--- src/rtl/chaos_dac_driver.sv ---
// chaos_dac_driver
// Buffers x/y/z sample triples from the Lorenz generator in a small FIFO and
// paces them out to a two-channel DAC at one update every DIV clocks.
//
// Ports:
//   clk, rst            system clock, synchronous active-high reset
//   in_valid/in_ready   upstream handshake; in_ready = FIFO not full
//   in_x/in_y/in_z      offset-binary samples
//   mode_step           one-cycle pulse, advances channel pairing at next slot
//   mode                0 = A:x B:y, 1 = A:x B:z, 2 = A:y B:z
//   dac_a/dac_b         DAC channel data
//   dac_wrt             DAC write strobe (low first half of period, high second)
//   underrun            sticky: an update slot found the FIFO empty
//   fifo_level          current FIFO occupancy
//
// Optional build macro CHAOS_DAC_GAIN_EN adds gain_sh (deviation from midscale
// is shifted left by gain_sh and saturated) and the sticky sat_hit flag.
module chaos_dac_driver #(
    parameter int DW         = 14,
    parameter int FIFO_DEPTH = 4,
    parameter int DIV        = 8,
    localparam int AW        = $clog2(FIFO_DEPTH),
    localparam int LW        = AW + 1,
    localparam int CW        = $clog2(DIV)
) (
    input  logic          clk,
    input  logic          rst,
    input  logic          in_valid,
    output logic          in_ready,
    input  logic [DW-1:0] in_x,
    input  logic [DW-1:0] in_y,
    input  logic [DW-1:0] in_z,
    input  logic          mode_step,
`ifdef CHAOS_DAC_GAIN_EN
    input  logic [1:0]    gain_sh,
    output logic          sat_hit,
`endif
    output logic [1:0]    mode,
    output logic [DW-1:0] dac_a,
    output logic [DW-1:0] dac_b,
    output logic          dac_wrt,
    output logic          underrun,
    output logic [LW-1:0] fifo_level
);

    localparam logic [DW-1:0] MID = DW'(1) << (DW - 1);

    logic [3*DW-1:0] mem [FIFO_DEPTH];
    logic [AW-1:0]   wr_ptr, rd_ptr;
    logic [CW-1:0]   cnt, cnt_nxt;
    logic            pend;
    logic            slot, push, pop, adv;
    logic [1:0]      mode_nxt;
    logic [DW-1:0]   hx, hy, hz, sel_a, sel_b, out_a, out_b;

    assign in_ready = (fifo_level != LW'(FIFO_DEPTH));
    assign push     = in_valid && in_ready;
    assign slot     = (cnt == CW'(DIV - 1));
    assign pop      = slot && (fifo_level != '0);
    assign cnt_nxt  = slot ? '0 : cnt + CW'(1);

    // A step pulse landing on the slot cycle itself counts for that slot.
    assign adv      = slot && (pend || mode_step);
    assign mode_nxt = adv ? ((mode == 2'd2) ? 2'd0 : mode + 2'd1) : mode;

    assign {hx, hy, hz} = mem[rd_ptr];

    // Pairing follows the mode that will be current after the slot edge.
    always_comb begin
        sel_a = hx;
        sel_b = hy;
        case (mode_nxt)
            2'd1:    sel_b = hz;
            2'd2:    begin sel_a = hy; sel_b = hz; end
            default: ;
        endcase
    end

`ifdef CHAOS_DAC_GAIN_EN
    localparam int GW = DW + 4;
    logic clip_a, clip_b;

    function automatic logic [DW-1:0] scale(input logic [DW-1:0] s,
                                            input logic [1:0]    sh,
                                            output logic         clip);
        logic signed [GW-1:0] dev, res;
        dev  = $signed(GW'(s)) - $signed(GW'(MID));
        res  = (dev <<< sh) + $signed(GW'(MID));
        clip = 1'b0;
        if (res < 0) begin
            clip  = 1'b1;
            scale = '0;
        end else if (res > $signed(GW'({DW{1'b1}}))) begin
            clip  = 1'b1;
            scale = '1;
        end else begin
            scale = res[DW-1:0];
        end
    endfunction

    always_comb begin
        out_a = scale(sel_a, gain_sh, clip_a);
        out_b = scale(sel_b, gain_sh, clip_b);
    end

    always_ff @(posedge clk) begin
        if (rst)
            sat_hit <= 1'b0;
        else if (pop && (clip_a || clip_b))
            sat_hit <= 1'b1;
    end
`else
    assign out_a = sel_a;
    assign out_b = sel_b;
`endif

    always_ff @(posedge clk) begin
        if (push)
            mem[wr_ptr] <= {in_x, in_y, in_z};
    end

    always_ff @(posedge clk) begin
        if (rst) begin
            wr_ptr     <= '0;
            rd_ptr     <= '0;
            fifo_level <= '0;
        end else begin
            if (push) wr_ptr <= wr_ptr + AW'(1);
            if (pop)  rd_ptr <= rd_ptr + AW'(1);
            case ({push, pop})
                2'b10:   fifo_level <= fifo_level + LW'(1);
                2'b01:   fifo_level <= fifo_level - LW'(1);
                default: ;
            endcase
        end
    end

    always_ff @(posedge clk) begin
        if (rst) begin
            cnt      <= '0;
            mode     <= 2'd0;
            pend     <= 1'b0;
            dac_a    <= MID;
            dac_b    <= MID;
            dac_wrt  <= 1'b0;
            underrun <= 1'b0;
        end else begin
            cnt     <= cnt_nxt;
            mode    <= mode_nxt;
            // Strobe is low for the first half of each period so it rises
            // DIV/2 clocks after the data loads.
            dac_wrt <= (cnt_nxt >= CW'(DIV / 2));
            if (slot)
                pend <= 1'b0;
            else if (mode_step)
                pend <= 1'b1;
            if (pop) begin
                dac_a <= out_a;
                dac_b <= out_b;
            end else if (slot) begin
                underrun <= 1'b1;
            end
        end
    end

endmodule

--- config.mk ---
export PLATFORM = sky130hd
export DESIGN_NAME = chaos_dac_driver
export DESIGN_NICKNAME = d
export VERILOG_FILES = /design/src/rtl/chaos_dac_driver.sv
export SDC_FILE = /design/constraint.sdc
export NUM_CORES = 1
export LEC_CHECK = 0
export CAP_MARGIN = 20
export CORE_UTILIZATION = 32
export CTS_CLUSTER_DIAMETER = 80
export DETAILED_ROUTE_END_ITERATION = 10
export PLACE_DENSITY = 0.59
export SLEW_MARGIN = 40
export SYNTH_ARGS = -nofsm -noshare
export SYNTH_HDL_FRONTEND = slang
export SYNTH_SLANG_ARGS = --single-unit
--- constraint.sdc ---
create_clock -name clk -period 2.5 [get_ports clk]
set_input_delay 0.625 -clock clk [delete_from_list [all_inputs] [get_ports clk]]
set_output_delay 0.625 -clock clk [all_outputs]
set_load 0.1 [all_outputs]
== Yosys cells after proc, flatten, opt, wreduce, memory -nomap -nowiden ==
Memory sizes are Yosys's and may differ from the RTL's. A register that Yosys moved wholly into a read port is not among the register bits.
Index checks and enable logic that the tools add are counted.
W data, S select, Z words.

* Bits in registers: 43
* Memories kept: 1
* Logic and storage cells: 45
* Output and inout port bits: 36
* RAM bits: 168
* Input bits: 46

{| class="wikitable"
|+ Memories
! memory !! depth !! bits a word !! read ports !! clocked after Yosys merged registers in !! wr ports !! line !! source
|-
| mem || 4 || 42 || 1 || 1 || 1 || 48 || <nowiki>logic [3*DW-1:0] mem [FIFO_DEPTH];</nowiki>
|}

* Add/sub/neg operators: 6
* Multiplexer cells: 10
* Eq/ne operators: 7
* Bitwise logic cells: 1
* Reduce and logical (&&, ||, !) cells: 9
* Magnitude comparators: 1

{| class="wikitable"
|+ Operators with widths
! kind !! count
|-
| $mux W14 || 2
|-
| $mux W2 || 4
|-
| $add A2 B1 Y2 const B || 3
|-
| $add A3 B1 Y3 const B || 2
|-
| $eq A2 B2 Y1 const B || 3
|-
| $pmux W3 S2 || 1
|-
| $eq A2 B1 Y1 const B || 2
|-
| $reduce_or A2 Y1 || 2
|-
| $eq A3 B3 Y1 const B || 1
|-
| $ge A3 B3 Y1 const B || 1
|-
| $logic_and A1 B1 Y1 || 3
|-
| $mux W3 || 1
|-
| $ne A3 B3 Y1 const B || 1
|-
| $reduce_bool A3 Y1 || 1
|-
| $sub A3 B1 Y3 const B || 1
|-
| $mux W1 || 2
|-
| $reduce_and A2 Y1 || 1
|-
| $reduce_bool A2 Y1 || 1
|-
| $logic_or A1 B1 Y1 || 1
|-
| $not A1 Y1 || 1
|}

== Longest topological paths before layout ==
Gate-level depths: netlist of run 1.

* Word-level depth: 6
* Depth in mapped cells: 11
* Gate-level depth less buffers: 10

== Worst setup path after synthesis of run 1 ==
Ideal clock, no wire load.

* Path type: flip-flop to flip-flop
* Start: register fifo_level[0]
* End: memory mem[0][0] in the netlist's numbering, enable pin
* Path buffers: 1
* Period minus slack after synthesis: 3.312 ns
* Setup slack: -0.812 ns
* Setup time: 0.404 ns
* Data required time: 2.096 ns
* Data arrival time: 2.909 ns
* Cell stages (with the launch flop): 4
* Cells stage by stage: dfxtp_1 -> or3b_1 -> buf_2 -> and3_1

* Longest elaborated chain between the ends: 4

{| class="wikitable"
|+ RTL lines
! item !! line !! source
|-
| start: declaration || 43 || <nowiki>output logic [LW-1:0] fifo_level</nowiki>
|-
| start signal: assignment || 131 || <nowiki>2'b10: fifo_level <= fifo_level + LW'(1);</nowiki>
|-
| start signal: assignment || 132 || <nowiki>2'b01: fifo_level <= fifo_level - LW'(1);</nowiki>
|-
| $ne A3 B3 Y1 || 56 || <nowiki>assign in_ready = (fifo_level != LW'(FIFO_DEPTH));</nowiki>
|-
| via in_ready || 29 || <nowiki>output logic in_ready,</nowiki>
|-
| $logic_and A1 B1 Y1 || 57 || <nowiki>assign push = in_valid && in_ready;</nowiki>
|-
| $mux W1 || 118 || <nowiki>if (push)</nowiki>
|-
| $mux W1 (not written as such) || 119 || <nowiki>mem[wr_ptr] <= {in_x, in_y, in_z};</nowiki>
|-
| end: declaration || 48 ||
|}

The timed path passes the listed nets, and every way through them passes these cells.

== Worst setup path in the final report of run 1 ==
* Start: register cnt[0]
* End: register dac_b[1]

* Longest elaborated chain between the ends: 6
* Elaborated cells on any way between the ends: 8
* Those cells by class: 3 x eq/ne; 2 x mux; 3 x reduce/logical

{| class="wikitable"
|+ RTL lines
! item !! line !! source
|-
| start: declaration || 50 || <nowiki>logic [CW-1:0] cnt, cnt_nxt;</nowiki>
|-
| start signal: assignment || 148 || <nowiki>cnt <= cnt_nxt;</nowiki>
|-
| $eq A3 B3 Y1 (*) || 58 || <nowiki>assign slot = (cnt == CW'(DIV - 1));</nowiki>
|-
| $logic_and A1 B1 Y1 (*) || 63 || <nowiki>assign adv = slot && (pend || mode_step);</nowiki>
|-
| $mux W2 (*) || 64 || <nowiki>assign mode_nxt = adv ? ((mode == 2'd2) ? 2'd0 : mode + 2'd1) : mode;</nowiki>
|-
| via mode_nxt[1] || 53 || <nowiki>logic [1:0] mode_nxt;</nowiki>
|-
| $eq A2 B2 Y1 / $eq A2 B1 Y1 (equally long branches) || 72 || <nowiki>case (mode_nxt)</nowiki>
|-
| $reduce_or A2 Y1 (no line) (*) || - ||
|-
| $mux W14 (*) || 72 ||
|-
| end signal: assignment || 159 || <nowiki>dac_b <= out_b;</nowiki>
|-
| end: declaration || 40 || <nowiki>output logic [DW-1:0] dac_b,</nowiki>
|}

The timed path passes the listed nets; every way through them passes the cells marked *.
A chain may end at the register's enable or synchronous reset.

==> results.sh, run 1 <==
export IMPL_status="finished clean"
export IMPL_via_per_inst=4.83
export IMPL_async_reset_ff_share_pct=0
export IMPL_fin_setup_tns_ns=0
export IMPL_dp_hpwl_um=12500
export IMPL_fp_dieH_um=162
export IMPL_root_buffer="clkbuf_16"
export IMPL_port_buffers=81
export IMPL_grt_max_degree=30
export IMPL_required_ns=2.90
export IMPL_comb_power_share_pct=5.4
export IMPL_slew_viol_final=0
export IMPL_clk_pin_slew_worst_paths_ns=0.06
export IMPL_finalCritPeriodShare_pct=96.7
export IMPL_chipWidth_um=162
export IMPL_via_count=4667
export IMPL_cts_sinks=212
export IMPL_detail_route_antenna_nets=0
export IMPL_wirelength_um=18800
export IMPL_setup_violations=0
export IMPL_gp_congestion=0.706
export IMPL_synth_cells=516
export IMPL_min_period_ns=2.42
export IMPL_clockBufferDepth=3
export IMPL_crit_fanout=14
export IMPL_drv_cap=0
export IMPL_core_um2=25300
export IMPL_criticalPathCategory="reg2reg"
export IMPL_final_cells=966
export IMPL_finalWorstSetupSlack_ns=0.0831
export IMPL_final_hold_viol_count=0
export IMPL_grt_pass1_wl_um=28300
export IMPL_max_slew_margin_pct=57.5
export IMPL_cts_made_buffers=23
export IMPL_p_clk_share_pct=42.3
export IMPL_syn_area_um2=8240
export IMPL_placed_cells=923
export IMPL_synthTopCellsByArea="edfxtp_1 (61%), dfxtp_1 (11%), mux2_2 (7.1%), mux4_2 (3.6%), nand2_1 (2.6%)"
export IMPL_p_int_w=0.00601
export IMPL_first_pass_iters=4
export IMPL_power_switching_w=0.00157
export IMPL_cts_max_level=1
export IMPL_ys_flop_type="edfxtp_1"
export IMPL_yosys_area_top_type_share_pct=61.2
export IMPL_synth_area_leader_cell="edfxtp_1"
export IMPL_antenna_found_initial=1
export IMPL_crit_arrival_ns=2.81
export IMPL_initial_core_util_pct=32.6
export IMPL_synthesis_nets=571
export IMPL_peakVddDrop_mv=0.373
export IMPL_p_sw_share_pct=20.7
export IMPL_wl_per_cell_um=19.4
export IMPL_dieArea_um2=26400
export IMPL_post_place_ws_ns=-0.357
export IMPL_syn_avg_cell_area_um2=16.0
export IMPL_worst_setup_path_end_kind="register"
export IMPL_synthDistinctLibCells=38
export IMPL_utilization_pct=41.0
export IMPL_grt_pass1_vias=4884
export IMPL_grtUsageTotal_pct=14.2
export IMPL_yosysWarnings=0
export IMPL_worst_pin_slew_ns=0.638
export IMPL_initialDrtViolationCount=320
export IMPL_critPathLaunchType="register"
export IMPL_syn_to_final_growth_pct=25.5
export IMPL_post_cts_buffers=0
export IMPL_leakagePower_nw=3.43
export IMPL_num_io_pins=82
export IMPL_fmax_mhz=414
export IMPL_drc_errors=0
export IMPL_synth_seq_area_share_pct=71.9
export IMPL_synth_seq_cells=212
export IMPL_p_seq_share_pct=52.3
export IMPL_powerDensity_nw_per_um2=732
export IMPL_power_w=0.00757
export IMPL_row_count=58
export IMPL_final_nets=674
export IMPL_clk_latency_ns=0.50
export IMPL_synth_edff_count=168
export IMPL_hold_class="reg2reg"
export IMPL_cts_tree="built"
export IMPL_grt_ovfl_total=0
export IMPL_skew_ns=0.00815
export IMPL_drive_gt1_share_pct=29.6
-- placed cells by master, fill, tap and decap left out, types with 3 or more instances in the layout --
cell / Yosys / routed
mux4_2: 13 / 13
inv_1: 7 / 7
nor3_1: 5 / 5
buf_4: 4 / 50
a21oi_1: 33 / 33
edfxtp_1: 168 / 168
a311oi_1: 22 / 17
clkdlybuf4s50_1: 0 / 44
dfxtp_2: 0 / 3
clkbuf_16: 0 / 24
ha_1: 8 / 5
mux2_2: 52 / 52
nor2_1: 38 / 37
nor2b_1: 4 / 3
dfxtp_4: 0 / 4
and3_2: 0 / 4
dfxtp_1: 44 / 37
buf_12: 1 / 13
nand2_1: 57 / 57
clkbuf_1: 8 / 10
a311oi_2: 4 / 9
-- per-stage QoR --
stage | hold WS [ns] | area, µm²
2_1_floorplan | 0.404 | 8280
3_3_place_gp | 0.413 | 9570
3_5_place_dp | 0.429 | 9570
4_1_cts | 0.436 | 10300
5_1_grt | 0.435 | 10300
6_report | 0.414 | 10300
-- layout make-up --
cell class                      count  area, µm²
Inverter                            7       26.3
Clock buffer                       33        613
Clock inverter                      8       93.8
Tap cell                          330        413
Multi-Input combinational cell    266       2150
Sequential cell                   212       5940
Antenna cell                        1       2.50
Fill cell                        2271      14900
Timing Repair Buffer              109       1110
-- registers in the layout, summed over array words and instances, names as in the netlist, 2 cells and up, named ones only --
register    count
mode            2
dac_b          14
mem           168
wr_ptr          2
fifo_level      3
rd_ptr          2
cnt             2
dac_a          14
-- cells in the mapped netlist, drive strengths merged (3+ instances only) --
master / n
dfxtp: 44
mux2: 56
nor3: 5
nand2: 57
ha: 8
buf: 22
nor2b: 4
clkbuf: 9
nor2: 38
a311oi: 26
o21ai: 3
and3: 4
inv: 7
a21oi: 33
edfxtp: 168
mux4: 14
-- cell families (layout without fill, tap and decap cells) --
group           after synthesis  after routing  synth area share (%)
compound gates               69             69                  6.03
xor+xnor                      3              3                 0.319
fa+ha+maj                     9              9                  1.46
buf+inv                      38            157                  2.82
flops                       212            212                  71.9
mux                          71             71                  11.7
other cells                   0              1                     0
simple gates                114            114                  5.72
-- worst max-delay path: stages (launching register included) --
cell and delay [ns]:
dfxtp_2 0.33, ha_2 0.18, ha_4 0.16, o21ai_1 0.08
or3b_2 0.49, nand2_1 0.09, ha_2 0.30, nor2_2 0.14
buf_12 0.16, a21oi_1 0.07, a311oi_1 0.30
-- per-layer routing --
layer	global-route usage, %	routed length [µm]	up-vias
met5	0	0	-
li1	-	-	2171
met3	3.31	1170	38
met2	23.7	9110	133
met1	18.2	8030	2325
met4	4.42	463	0
-- power by group through the flow --
stage	Sequential, W	Clock, W	Combinational [W]
final	0.00396	0.00320	0.000406
after global routing	0.00397	0.00342	0.000435
after CTS	0.00396	0.00328	0.000410
after detailed placement	0.00404	0	0.000408
after global placement	0.00403	0	0.000397
after floorplan	0.00407	0	0.000150
-- what timing repair did --
| action | CTS | global route |
|---|---|---|
| hold buffers | 0 | 0 |
| hold endpoints to repair | 0 | 0 |
| setup endpoints to repair | 0 | 9 |
| gates resized for setup | 0 | 9 |
-- final timing paths --
kind	start	end	slack [ns]	depth (start not counted)
setup / recovery	cnt[0]$_SDFF_PP0_	dac_b[1]$_SDFFE_PP0P_	0.08	10
setup reg to reg	cnt[0]$_SDFF_PP0_	dac_b[1]$_SDFFE_PP0P_	0.08	10
hold reg to reg	cnt[0]$_SDFF_PP0_	cnt[0]$_SDFF_PP0_	0.41	1
hold / removal	cnt[0]$_SDFF_PP0_	cnt[0]$_SDFF_PP0_	0.41	1
(Power assumes the default switching activity.)
==> run 2, diff against run 1 <==
- CORE_MARGIN: unset -> 3
- CTS_CLUSTER_SIZE: unset -> 20
- PLACE_DENSITY: 0.59 -> unset
- PLACE_DENSITY_LB_ADDON: unset -> 0.08
==> run 2 against run 1 <==
  * Utilization fell by 1.4 points
  * Sequential cell count did not move
  * Total power fell by 13%
  * Wire length rose by 2.9%
  * Register-to-register slack improved by 0.13 ns
  * Final area fell by 3.5%
  * Worst setup slack improved by 0.11 ns
  * Worst hold slack got worse by 0.0037 ns
  * Clock-buffer cell count fell by 11
  * Highest routed layer unchanged
  * Sequential share of layout area rose by 2.1 points
==> results.sh, run 2 (synthesis results as in run 1) <==
export IMPL_holdWs_ns=0.410
export IMPL_rsz0062_at_grt="no"
export IMPL_status="finished clean"
export IMPL_skew_ns=0.00914
export IMPL_crit_fanout=12
export IMPL_placed_cells=927
export IMPL_cpPeakStageDelay_ns=0.42
export IMPL_worst_setup_path_end_kind="register"
export IMPL_first_pass_iters=4
export IMPL_grt_pass1_wl_um=29500
export IMPL_clk_pin_slew_worst_paths_ns=0.08
export IMPL_finalCritPeriodShare_pct=92.3
export IMPL_critical_path_startpoint="mode_step"
export IMPL_wl_per_cell_um=20.3
export IMPL_layout_common_cells="edfxtp_1 (168), buf_4 (61), nand2_1 (57)"
export IMPL_dp_hpwl_um=12300
export IMPL_min_period_ns=2.31
export IMPL_cts_sinks=212
export IMPL_cts_made_buffers=14
export IMPL_initial_core_util_pct=32.6
export IMPL_cts_hold_buf=0
export IMPL_drive_gt1_share_pct=28.5
export IMPL_final_nets=669
export IMPL_clockBufferDepth=3
export IMPL_multi_input_area_um2=2140
export IMPL_timing_rr_start="cnt[0]$_SDFF_PP0_"
export IMPL_final_common_cell="edfxtp_1"
export IMPL_diodes=0
export IMPL_drv_cap=0
export IMPL_final_hold_viol_count=0
export IMPL_root_buffer="clkbuf_16"
export IMPL_largest_reg_flops=168
export IMPL_via_count=4597
export IMPL_critPathLaunchType="primary input"
export IMPL_worst_pin_slew_ns=0.417
export IMPL_crit_arrival_ns=2.68
export IMPL_setup_violations=0
export IMPL_peakVddDrop_mv=0.256
export IMPL_hold_class="reg2reg"
export IMPL_core_um2=25300
export IMPL_leakagePower_nw=3.29
export IMPL_top_register="mem"
export IMPL_slew_viol_final=0
export IMPL_grtUsageTotal_pct=13.8
export IMPL_detail_route_antenna_nets=0
export IMPL_criticalPathCategory="in2reg"
export IMPL_grt_max_degree=43
export IMPL_via_per_inst=4.83
export IMPL_antenna_found_initial=0
export IMPL_wirelength_um=19300
export IMPL_port_buffers=81
export IMPL_drc_errors=0
export IMPL_crit_chain="clkdlybuf4s50_1, o21ai_1, buf_4, mux2i_1, ha_4, nor2b_4, buf_12, nand2_1, a311oi_1"
export IMPL_required_ns=2.87
export IMPL_gp_congestion=0.731
export IMPL_syn_to_final_growth_pct=21.1
export IMPL_final_cells=952
export IMPL_ff_latch_area_um2=5940
export IMPL_dieArea_um2=27700
export IMPL_cts_max_level=1
export IMPL_cts_tree="built"
export IMPL_max_slew_margin_pct=72.2
export IMPL_num_io_pins=82
export IMPL_grt_pass1_vias=4807
export IMPL_grt_ovfl_total=0
export IMPL_initialDrtViolationCount=299
export IMPL_powerDensity_nw_per_um2=659
export IMPL_fill_cells=2377
export IMPL_chipWidth_um=166
export IMPL_fmax_mhz=433
export IMPL_clk_latency_ns=0.46
export IMPL_reg_top3="mem (168), dac_a (14), dac_b (14)"
export IMPL_worstHoldStart="cnt[0]$_SDFF_PP0_"
export IMPL_fp_dieH_um=166
export IMPL_slowest_stage="clkdlybuf4s50_1"
export IMPL_row_count=58
==> run 2: changes by cell type in the layout (fill, tap and decap cells not counted), moves of 2 or more <==
cell       previous run  this run
a311oi_1             17        20
a311oi_2              9         6
buf_12               13         7
buf_4                50        61
bufinv_16             2         0
clkbuf_1             10         7
clkbuf_16            24        15
clkinv_1              2         0
==> run 2: timing repair <==
item,CTS,global route
gates resized for setup,0,8
endpoints found under the setup margin,0,15
buffers inserted,0,1
==> run 2: path summary, 6_finish.rpt <==
kind,to,slack [ns],cells after the start
max reg2reg,dac_b[3]$_SDFFE_PP0P_,0.21,10
min reg2reg,cnt[0]$_SDFF_PP0_,0.41,1
max,dac_b[3]$_SDFFE_PP0P_,0.19,9
min,cnt[0]$_SDFF_PP0_,0.41,1
==> run 2: layer usage <==
metal | global-route usage (%) | wire [µm] | up-vias
met5 | 0 | 0 | -
met4 | 2.69 | 222 | 0
met3 | 2.49 | 851 | 20
met2 | 23.3 | 9350 | 92
met1 | 19.0 | 8900 | 2341
li1 | - | - | 2144
==> run 2: power by group <==
| part | internal (W) | switching (W) | leakage, nW |
|---|---|---|---|
| Sequential | 0.00392 | 0.0000329 | 1.90 |
| Clock | 0.00112 | 0.00111 | 0.201 |
| Combinational | 0.000157 | 0.000239 | 1.18 |
==> run 2: area by class of cell <==
| type | count | share of cell area [%] |
|---|---|---|
| Clock buffer | 22 | 4.02 |
| Timing Repair Buffer | 113 | 10.5 |
| Clock inverter | 2 | 0.100 |
| Multi-Input combinational cell | 266 | 21.5 |
| Inverter | 7 | 0.263 |
| Tap cell | 330 | 4.14 |
| Sequential cell | 212 | 59.6 |
==> run 2: critical path, delay by kind of cell <==
family                   cells  cell delay, ns
AO/OA/AOI/OAI                2            0.51
adder cells (fa/ha/maj)      1            0.28
buffers and inverters        3            0.72
multiplexers                 1            0.32
AND/OR/NAND/NOR              2            0.20
==> run 2: through the flow <==
step	util, %	setup slack, ns	setup TNS [ns]	cell area (µm²)	power [W]
floorplan	-	0.00125	0	8280	0.00423
global placement	37.7	-0.309	-7.46	9520	0.00443
detailed placement	37.7	-0.400	-8.46	9520	0.00444
CTS	39.3	0.0432	0	9930	0.00668
global route	39.5	0.0333	0	9980	0.00685
finish	39.5	0.192	0	9980	0.00658
